### src/rtl/stream_packet_fifo.sv
// stream_packet_fifo
//   Store-and-forward Avalon-ST packet FIFO with an Avalon-MM CSR port.
//   A packet is offered downstream only after its EOP word has been stored.
//   The one exception is a completely full FIFO with no EOP stored: it streams
//   out cut-through so a packet longer than DEPTH cannot deadlock.
//
// Optional feature macro: STREAM_PACKET_FIFO_STATS_EN
//   defined     -> 32-bit wrapping count of popped EOP words, readable at CSR 2
//   not defined -> no counter, CSR 2 reads 0
//
// Ports
//   clk, reset_n            clock, synchronous active-low reset
//   stream_in_*             Avalon-ST sink   (data/empty/valid/sop/eop/ready)
//   stream_out_*            Avalon-ST source (show-ahead head of FIFO)
//   csr_*                   Avalon-MM slave, readLatency 1
//     0 RO fill   1 RO pkt_stored   2 RO total popped   3 WO bit0 = flush
module stream_packet_fifo #(
  parameter int DATA_BYTES = 8,
  parameter int DEPTH      = 16
) (
  input  logic                          clk,
  input  logic                          reset_n,
  input  logic [DATA_BYTES*8-1:0]       stream_in_data,
  input  logic [$clog2(DATA_BYTES)-1:0] stream_in_empty,
  input  logic                          stream_in_valid,
  input  logic                          stream_in_startofpacket,
  input  logic                          stream_in_endofpacket,
  output logic                          stream_in_ready,
  output logic [DATA_BYTES*8-1:0]       stream_out_data,
  output logic [$clog2(DATA_BYTES)-1:0] stream_out_empty,
  output logic                          stream_out_valid,
  output logic                          stream_out_startofpacket,
  output logic                          stream_out_endofpacket,
  input  logic                          stream_out_ready,
  input  logic [1:0]                    csr_address,
  input  logic                          csr_read,
  input  logic                          csr_write,
  input  logic [31:0]                   csr_writedata,
  output logic [31:0]                   csr_readdata,
  output logic                          csr_readdatavalid,
  output logic                          csr_waitrequest
);
  localparam int DW = DATA_BYTES * 8;
  localparam int EW = $clog2(DATA_BYTES);
  localparam int AW = $clog2(DEPTH);
  localparam int MW = DW + EW + 2;
  localparam logic [AW:0] FULL = (AW+1)'(DEPTH);

  // entry layout: {data, empty, sop, eop}
  logic [MW-1:0] mem [DEPTH];
  logic [MW-1:0] head;

  logic [AW-1:0] wr_ptr, rd_ptr;
  logic [AW:0]   fill, pkt_stored;
  logic          full, push, pop, flush, push_eop, pop_eop;
  logic [31:0]   total_view, rd_mux;

  assign full  = (fill == FULL);
  assign head  = mem[rd_ptr];

  assign stream_in_ready  = reset_n & ~full;
  // reset_n gating keeps valid low throughout the reset cycle itself
  assign stream_out_valid = reset_n & (fill != '0) & ((pkt_stored != '0) | full);

  assign stream_out_data          = head[MW-1 -: DW];
  assign stream_out_empty         = head[EW+1:2];
  assign stream_out_startofpacket = head[1];
  assign stream_out_endofpacket   = head[0];

  assign push     = stream_in_valid & stream_in_ready;
  assign pop      = stream_out_valid & stream_out_ready;
  assign flush    = csr_write & (csr_address == 2'd3) & csr_writedata[0];
  assign push_eop = push & stream_in_endofpacket;
  assign pop_eop  = pop & head[0];

  assign csr_waitrequest = ~reset_n;

  // storage carries no reset; contents are qualified by fill
  always_ff @(posedge clk) begin
    if (push && !flush)
      mem[wr_ptr] <= {stream_in_data, stream_in_empty,
                      stream_in_startofpacket, stream_in_endofpacket};
  end

  always_ff @(posedge clk) begin
    if (!reset_n || flush) begin
      wr_ptr     <= '0;
      rd_ptr     <= '0;
      fill       <= '0;
      pkt_stored <= '0;
    end else begin
      if (push) wr_ptr <= wr_ptr + 1'b1;
      if (pop)  rd_ptr <= rd_ptr + 1'b1;
      if (push && !pop)      fill <= fill + 1'b1;
      else if (pop && !push) fill <= fill - 1'b1;
      if (push_eop && !pop_eop)      pkt_stored <= pkt_stored + 1'b1;
      else if (pop_eop && !push_eop) pkt_stored <= pkt_stored - 1'b1;
    end
  end

`ifdef STREAM_PACKET_FIFO_STATS_EN
  logic [31:0] total_popped;

  // a pop discarded by a same-cycle flush is not counted
  always_ff @(posedge clk) begin
    if (!reset_n)                total_popped <= '0;
    else if (pop_eop && !flush)  total_popped <= total_popped + 1'b1;
  end

  assign total_view = total_popped;
`else
  assign total_view = '0;
`endif

  always_comb begin
    rd_mux = '0;
    case (csr_address)
      2'd0:    rd_mux = 32'(fill);
      2'd1:    rd_mux = 32'(pkt_stored);
      2'd2:    rd_mux = total_view;
      default: rd_mux = '0;
    endcase
  end

  // sampled from pre-edge state, so a read alongside a flush sees old values
  always_ff @(posedge clk) begin
    if (!reset_n) begin
      csr_readdata      <= '0;
      csr_readdatavalid <= 1'b0;
    end else begin
      csr_readdatavalid <= csr_read;
      if (csr_read) csr_readdata <= rd_mux;
    end
  end

  logic unused_wdata;
  assign unused_wdata = ^csr_writedata[31:1];

endmodule
### config.mk
export PLATFORM = sky130hd
export DESIGN_NAME = stream_packet_fifo
export DESIGN_NICKNAME = d
export VERILOG_FILES = /design/src/rtl/stream_packet_fifo.sv
export SDC_FILE = /design/constraint.sdc
export NUM_CORES = 1
export LEC_CHECK = 0
export BUFFER_PORTS_ARGS = -buffer_cell sky130_fd_sc_hd__buf_2
export CAP_MARGIN = 20
export CORE_MARGIN = 2
export CORE_UTILIZATION = 62
export CTS_CLUSTER_DIAMETER = 40
export DETAILED_ROUTE_END_ITERATION = 16
export HOLD_SLACK_MARGIN = 0.1
export PLACE_DENSITY = 0.77
export RECOVER_POWER = 100
export SLEW_MARGIN = 20
export SYNTH_ARGS = -nofsm -noshare
export SYNTH_HDL_FRONTEND = slang
export SYNTH_SLANG_ARGS = --single-unit
### constraint.sdc
create_clock -name clk -period 12.8 [get_ports clk]
set_clock_uncertainty 0.05 [all_clocks]
set_input_delay 0.64 -clock clk [delete_from_list [all_inputs] [get_ports clk]]
set_output_delay 0.64 -clock clk [all_outputs]
set_load 0.005 [all_outputs]
Yosys cells after proc, flatten, opt, wreduce, memory -nomap -nowiden --
Memories as Yosys holds them, arrays and structs flattened. A register that Yosys moved wholly into a read port is not among the register bits. Cells that the tools add are included.
Word-level totals: RAM bits 1104, logic and storage cells 54, output and inout port bits 105, bits of input ports 109, bits in registers 51, memories kept 1
Memory list:
- mem | words 16, bits a word 69, read ports 1, clocked after Yosys merged registers in 1, wr ports 1, RTL line 50 | logic [MW-1:0] mem [DEPTH];
Cells by class: reductions and logical operators 17, add/subtract/negate cells 6, equality and inequality tests 3, bitwise operators 12, muxes and demuxes 9
Operators with widths (count):
- 5-bit 2-to-1 mux | 4
- 5-bit by 1-bit adder with 5-bit output, second input constant | 2
- 5-bit one-hot mux with 2 select lines | 1
- 5-bit nonzero test | 2
- 5-bit by 1-bit subtractor with 5-bit output, second input constant | 2
- 1-bit bitwise AND | 9
- 4-bit by 1-bit adder with 4-bit output, second input constant | 2
- 4-bit 2-to-1 mux | 2
- 1-bit zero test | 6
- 5-bit == test, second input constant | 1
- 1-bit logical AND | 5
- 2-bit nonzero test | 2
- 2-bit by 1-bit == test with 1-bit output, second input constant | 1
- 2-bit == test, second input constant | 1
- 2-bit zero test | 1
- 1-bit 2-to-1 mux | 2
- 1-bit NOT | 2
- 1-bit logical OR | 1
- 1-bit OR | 1

Logic depth before layout (Yosys ltp) --
Gate-level depths: netlist of run 1.
depth in word-level cells 9, gate-level depth with buffers 14, mapped depth without buffers 11

Worst setup path before layout of run 1 --
No wires, ideal clock.
kind input port to flip-flop, start point input port csr_address[0], end point memory mem[0][0] (netlist name), enable pin, path buffers 1, setup slack 7.945 ns, arrival 4.308 ns, stages on the path 4, library setup time 0.497 ns, data required time 12.253 ns, path through clkbuf_1 -> and4_1 -> or3_1 -> nor2_1
Between the ends: longest elaborated chain between the ends 7
Ends and longest elaborated chain:
- start: declaration | RTL line 35 | input logic [1:0] csr_address,
- 2-bit == test | RTL line 72 | assign flush = csr_write & (csr_address == 2'd3) & csr_writedata[0];
- 1-bit bitwise AND (2 in series) | RTL line 72
- 1-bit zero test | RTL line 80 | if (push && !flush)
- 1-bit logical AND | RTL line 80
- 1-bit 2-to-1 mux | RTL line 80
- 1-bit 2-to-1 mux (implied by the code) | RTL line 81 | mem[wr_ptr] <= {stream_in_data, stream_in_empty,
- end: declaration | RTL line 50
No other way between the ends.

==> impl_metrics.toml, run 1 <==
[synthesis]
ys_async_sr_fraction_pct = 0
ys.flop_type = "edfxtp_1"
ys_warn_count = 0
synth_edf_count = 1104
synth_commonest_cells = "edfxtp_1, mux4_2, clkbuf_1"
yosys.area.top_type_share_pct = 76.6
synthTopCellsByArea = "edfxtp_1, mux4_2, dfxtp_1"
yosysUniqueCellTypes = 39
syn_area_per_cell_um2 = 24.8
synth_seq_area_share_pct = 77.9
syn_inst = 1742
syn_area_um2 = 43300
synth_top_area_cell = "edfxtp_1"
synth_most_common_cell = "edfxtp_1"
synth-seq-cells = 1132

[cts]
cts_made_buffers = 133
h-tree-depth = 4
cts_tree = "yes"
cts_hold_buffers = 0
clock_path_buffers = 3
cts_num_sinks = 1132
cts_resized = 0
cts_root_buffer = "clkbuf_16"
post_cts_buffers = 0
clkTransAtPathRegs_ps = 60
clk_latency_ps = 710

[status]
violations = "max-capacitance violations, max-slew violations"
status = "complete, but fails checks"

[power]
swShare_pct = 23.0
ir_worst_vdd_mv = 0.168
power_frac_seq_pct = 46.3
totalPowerFinal_mw = 9.04
p_clk_share_pct = 43.1
p_leak_nw = 15.0
p_sw_mw = 2.07
p_int_mw = 6.96
power_density_nw_per_um2 = 184
combPwrFrac_pct = 10.7

[hold_path]
hold_path_class = "primary input to flop"
worst_hold_path.num_cells = 3
hp-start = "csr_read"
hold-path-endpoint = "csr_readdatavalid"

[timing]
maxSlewViolCount = 1282
setup_viol = 0
max_slew.worst_pin.slew_ps = 4650
slew_headroom_pct = -210
hold_viol = 0
fmax_ghz = 0.125
finalSetupTns_ps = 0
finalCriticalPeriod_ps = 7990
period_share_pct = 62.4
rsz0062_at_grt = "no"

[routing]
drc_errors = 0
drt_pre_antenna_iters = 6
top_layer = "met5"
post_drt_wl_per_cell_um = 34.1
dr_total_vias = 20284
met1_length_mm = 36.8
wl_met3_mm = 9.90
wl_met2_mm = 52.7
drtIter0Drc = 2873
wirelength_mm = 103
antenna_left = 0
routed_via_density = 6.72

[critical_path]
cp-end-kind = "output port"
crit_path_max_fanout = 72
cp_data_arrival_time_ps = 7300
r2r_end = "mem[0][28]"
critPathBufInv = 2
slowest_delay_ps = 3300
r2r_start = "fill[0]"
reg2reg_slack_ps = 5610
path_cells = "clkbuf_1 -> mux4_2 -> mux4_2 -> clkbuf_1"
crit_path_start_kind = "flop"
cp_top_family = "buffers and inverters"
r2r_cells = 6
crit_cells = 4
slowest_stage = "clkbuf_1"
worst-setup-path-type = "flop to output port"
crit_required_ps = 12110

[global_routing]
grt_pass1_vias = 21125
grtUsageTotal_pct = 29.3
grt_pass1_wl_mm = 146
antenna_found_initial = 14
grt.overflow.total = 0
grt_max_degree = 162

[die]
num_io_pins = 214
rows = 96
dieArea_um2 = 71900
core_area_um2 = 68800
start_util_pct = 62.8
die_h_um = 268
die_w_um = 268

[layout]
nNetsFinal = 2104
drive_above_1_share_pct = 28.3
nFillCells = 3743
final-seq-area_um2 = 33700
multiInputGateArea_um2 = 8830
area_growth_pct = 13.4

[run]
cap_violations = 36

[placement]
detailed_place_hpwl_mm = 43.8
io_buffers = 155
gp_congestion = 0.759
==> kinds of logic after synthesis <==
group	count (synthesis)	share of synthesized area (%)
compound gates	32	0.477
xor+xnor	9	0.182
fa+ha+maj	15	0.469
buf+inv	118	1.83
flops	1132	77.9
mux	359	18.3
other cells	1	0.00867
simple gates	76	0.801
==> worst min-delay path: cells and delay by family <==
| kind | cells | cell delay, ps |
|---|---|---|
| buffers and inverters | 2 | 180 |
| AND/OR/NAND/NOR | 1 | 110 |
==> sequential cells by signal (all words and copies together), names as in the netlist, named ones only <==
register	flops
mem	1104
csr_readdata	5
fill	5
pkt_stored	5
rd_ptr	4
wr_ptr	4
csr_readdatavalid	1
==> cells in the final DEF (no fill, tap or decap), drive strengths merged <==
cell and instances:
o31ai 4, xnor2 3, buf 36, a21oi 16, nand2 10, nand4 1
clkbuf 305, and3 1, bufinv 17, ha 13, xor2 6, o211a 1
a21o 4, mux4 344, inv 22, clkinv 43, edfxtp 1104, nor3 1
and2 1, mux2i 15, clkinvlp 8, or2 1, nand2b 1, nand3 5
or4 4, nor2 46, and4 1, a211oi 1, o211ai 2, dfxtp 28
diode 7, or3 3, fa 2, nor4 1, o2111ai 2, conb 27
o21ai 2
==> final cells by class <==
| class | count | area share, % |
|---|---|---|
| timing repair buffer | 187 | 1.61 |
| sequential | 1132 | 68.8 |
| tap | 931 | 2.38 |
| antenna | 7 | 0.0357 |
| multi-input combinational | 518 | 18.0 |
| clock buffer | 154 | 7.21 |
| clock inverter | 82 | 1.94 |
| inverter | 8 | 0.0612 |
==> routing by layer <==
metal  up-vias  global-route usage, %
met4        14                   10.7
met3       217                   7.28
met5         -                      0
met1     10684                   38.8
li1       7971                      -
met2      1398                   47.9
==> power by group through the flow <==
stage               clock network, mW  logic, mW  registers [mW]
CTS                              3.90      0.977            4.18
floorplan                           0      0.763            4.22
finish                           3.89      0.965            4.18
detailed placement                  0      0.950            4.25
global placement                    0      0.928            4.25
global route                     4.06       1.04            4.19
==> stage by stage <==
stage | std cells | area [um2] | utilization, % | hold slack [ps] | setup slack [ps]
final | 3019 | 49000 | 71.3 | 227 | 4810
after global routing | 3018 | 49000 | 71.3 | 228 | 4590
after floorplan | 1768 | 43300 | - | 403 | 7950
after CTS | 3010 | 49400 | 71.8 | 190 | 7320
after global placement | 2774 | 44900 | 65.3 | 403 | 8160
after detailed placement | 2774 | 44900 | 65.3 | 435 | 8120
==> how the worst max path moves through the flow <==
stage / end / start
after floorplan: mem[0][0] / csr_address[0]
after global placement: stream_out_data[50] / flop
after detailed placement: stream_out_data[37] / flop
after CTS: stream_out_data[54] / flop
after global routing: stream_out_data[12] / flop
final: stream_out_data[12] / flop
Note: power is estimated with default switching activity, not from simulation.
==> run 2: changes to the inputs <==
- CORE_UTILIZATION: 62 -> 55
- PLACE_DENSITY: 0.77 -> 0.73
- clock period: 12.8 -> 7.3 ns (I/O delays scaled with it)
==> impl_metrics.toml, run 2 (same netlist as run 1, synthesis figures left out) <==
[layout]
largest_reg_flops = 1104
fin_cells = 3208
fin_area_um2 = 49900
area_growth_pct = 15.4
largest_register = "mem"
layout_common_cells = "edfxtp_1, mux4_2, clkbuf_1"
nFillCells = 5054
final_common_cell = "edfxtp_1"
nNetsFinal = 2187
drive_above_1_share_pct = 27.9

[timing]
setup_viol = 0
finalSetupTns_ps = 0
period_share_pct = 80.5
rsz0062_at_grt = "no"
finalCriticalPeriod_ps = 5880
max_slew.worst_pin.slew_ps = 4540
hold_viol = 0
fmax_ghz = 0.170
maxSlewViolCount = 1027
slew_headroom_pct = -203

[run]
cap_violations = 28

[cts]
cts_num_sinks = 1132
cts_root_buffer = "clkbuf_16"
cts_made_buffers = 134
clk_latency_ps = 710
clock_path_buffers = 3
cts_tree = "yes"
h-tree-depth = 4
cts_resized = 0
clkTransAtPathRegs_ps = 60

[power]
p_int_mw = 12.0
power_density_nw_per_um2 = 310
combPwrFrac_pct = 10.7
p_sw_mw = 3.41
power_frac_seq_pct = 47.4
swShare_pct = 22.0
ir_worst_vdd_mv = 0.215
p_leak_nw = 15.2
p_clk_share_pct = 41.8

[die]
core_area_um2 = 77600
num_io_pins = 214
start_util_pct = 55.7
rows = 102
die_h_um = 284
dieArea_um2 = 80900
die_w_um = 284

[critical_path]
crit_required_ps = 7580
slowest_delay_ps = 3180
endpoint = "mem[2][39]"
cp-startpoint = "fill[0]"
crit_path_start_kind = "flop"
slowest_stage = "clkbuf_1"
cp_data_arrival_time_ps = 6160
r2r_end = "mem[2][39]"
path_cells = "or4_1 -> o211a_1 -> nand2_1 -> nor2_4 -> clkbuf_1 -> buf_4"
crit_path_max_fanout = 47
r2r_cells = 6
cp-end-kind = "flop"
r2r_start = "fill[0]"
reg2reg_slack_ps = 1420
worst-setup-path-type = "flop to flop"

[global_routing]
grt.overflow.total = 0
antenna_found_initial = 3
grtUsageTotal_pct = 23.6
grt_pass1_wl_mm = 137
grt_max_degree = 130
grt_pass1_vias = 20989

[routing]
wirelength_mm = 93.0
drc_errors = 0
post_drt_wl_per_cell_um = 29.0
antenna_left = 0
drtIter0Drc = 2300
drt_pre_antenna_iters = 5
dr_total_vias = 19731
routed_via_density = 6.15

[placement]
post-place-cells = 2893
dpl_cell_area_um2 = 45100
gp_congestion = 0.782
io_buffers = 155
detailed_place_hpwl_mm = 43.7

[hold_path]
hold_path_class = "primary input to flop"
hp-start = "csr_address[0]"

[status]
status = "complete, but fails checks"
violations = "max-capacitance violations, max-slew violations"
## run 2: cell types whose count changed in the layout (fill, tap and decap cells not counted), sizes merged
cell,delta
diode,-4
dlygate4sd3,+74
clkbuf,+13
clkinvlp,+4
clkinv,-4
inv,-4
buf,+6
bufinv,-5
## run 2: power groups by stage
stage	registers (mW)	clock network [mW]	logic (mW)
finish	7.33	6.47	1.66
global route	7.34	6.83	1.81
CTS	7.33	6.56	1.71
detailed placement	7.46	0	1.66
global placement	7.45	0	1.63
floorplan	7.41	0	1.34
## run 2: routing by layer
metal / vias up / track usage [%] / share of wire (%)
met3: 148 / 4.61 / 7.2
met5: - / 0 / 0.029
met2: 848 / 38.9 / 51
met4: 4 / 6.87 / 2.3
li1: 8126 / - / -
met1: 10605 / 32.5 / 39
## run 2: final cells by class
class	instances	area (um2)	share of cell area, %
antenna	3	7.51	0.0150
clock buffer	165	3580	7.16
clock inverter	73	791	1.58
inverter	8	30.0	0.0602
multi-input combinational	518	8900	17.8
sequential	1132	33700	67.6
tap	1040	1300	2.61
timing repair buffer	269	1590	3.18
## run 2: metrics by stage
step	util (%)	setup slack [ps]	total power [mW]	hold slack [ps]
2_1_floorplan	-	2700	8.74	403
3_3_place_gp	58.2	3240	9.08	401
3_5_place_dp	58.2	3250	9.12	436
4_1_cts	64.8	2450	15.6	125
5_1_grt	64.3	1190	16.0	208
6_report	64.3	1420	15.5	162
## run 2: worst min-delay path by stage
stage / endpoint / slack (ps) / depth (start not counted)
after floorplan: flop / 400 / 2
after global placement: flop / 400 / 2
after detailed placement: flop / 440 / 2
after CTS: csr_readdata[2] / 130 / 5
after global routing: csr_readdata[4] / 210 / 5
final: csr_readdata[2] / 160 / 5
## run 2: timing repair
action | CTS | global route
hold buffers | 74 | 0
buffers inserted | 0 | 0
hold endpoints to repair | 1111 | 0
## run 2: critical path: cells and delay by family, from the launching register on
family	cells	cell delay, ps
AO/OA/AOI/OAI	1	310
AND/OR/NAND/NOR	3	650
flip-flops	1	460
buffers and inverters	2	3990
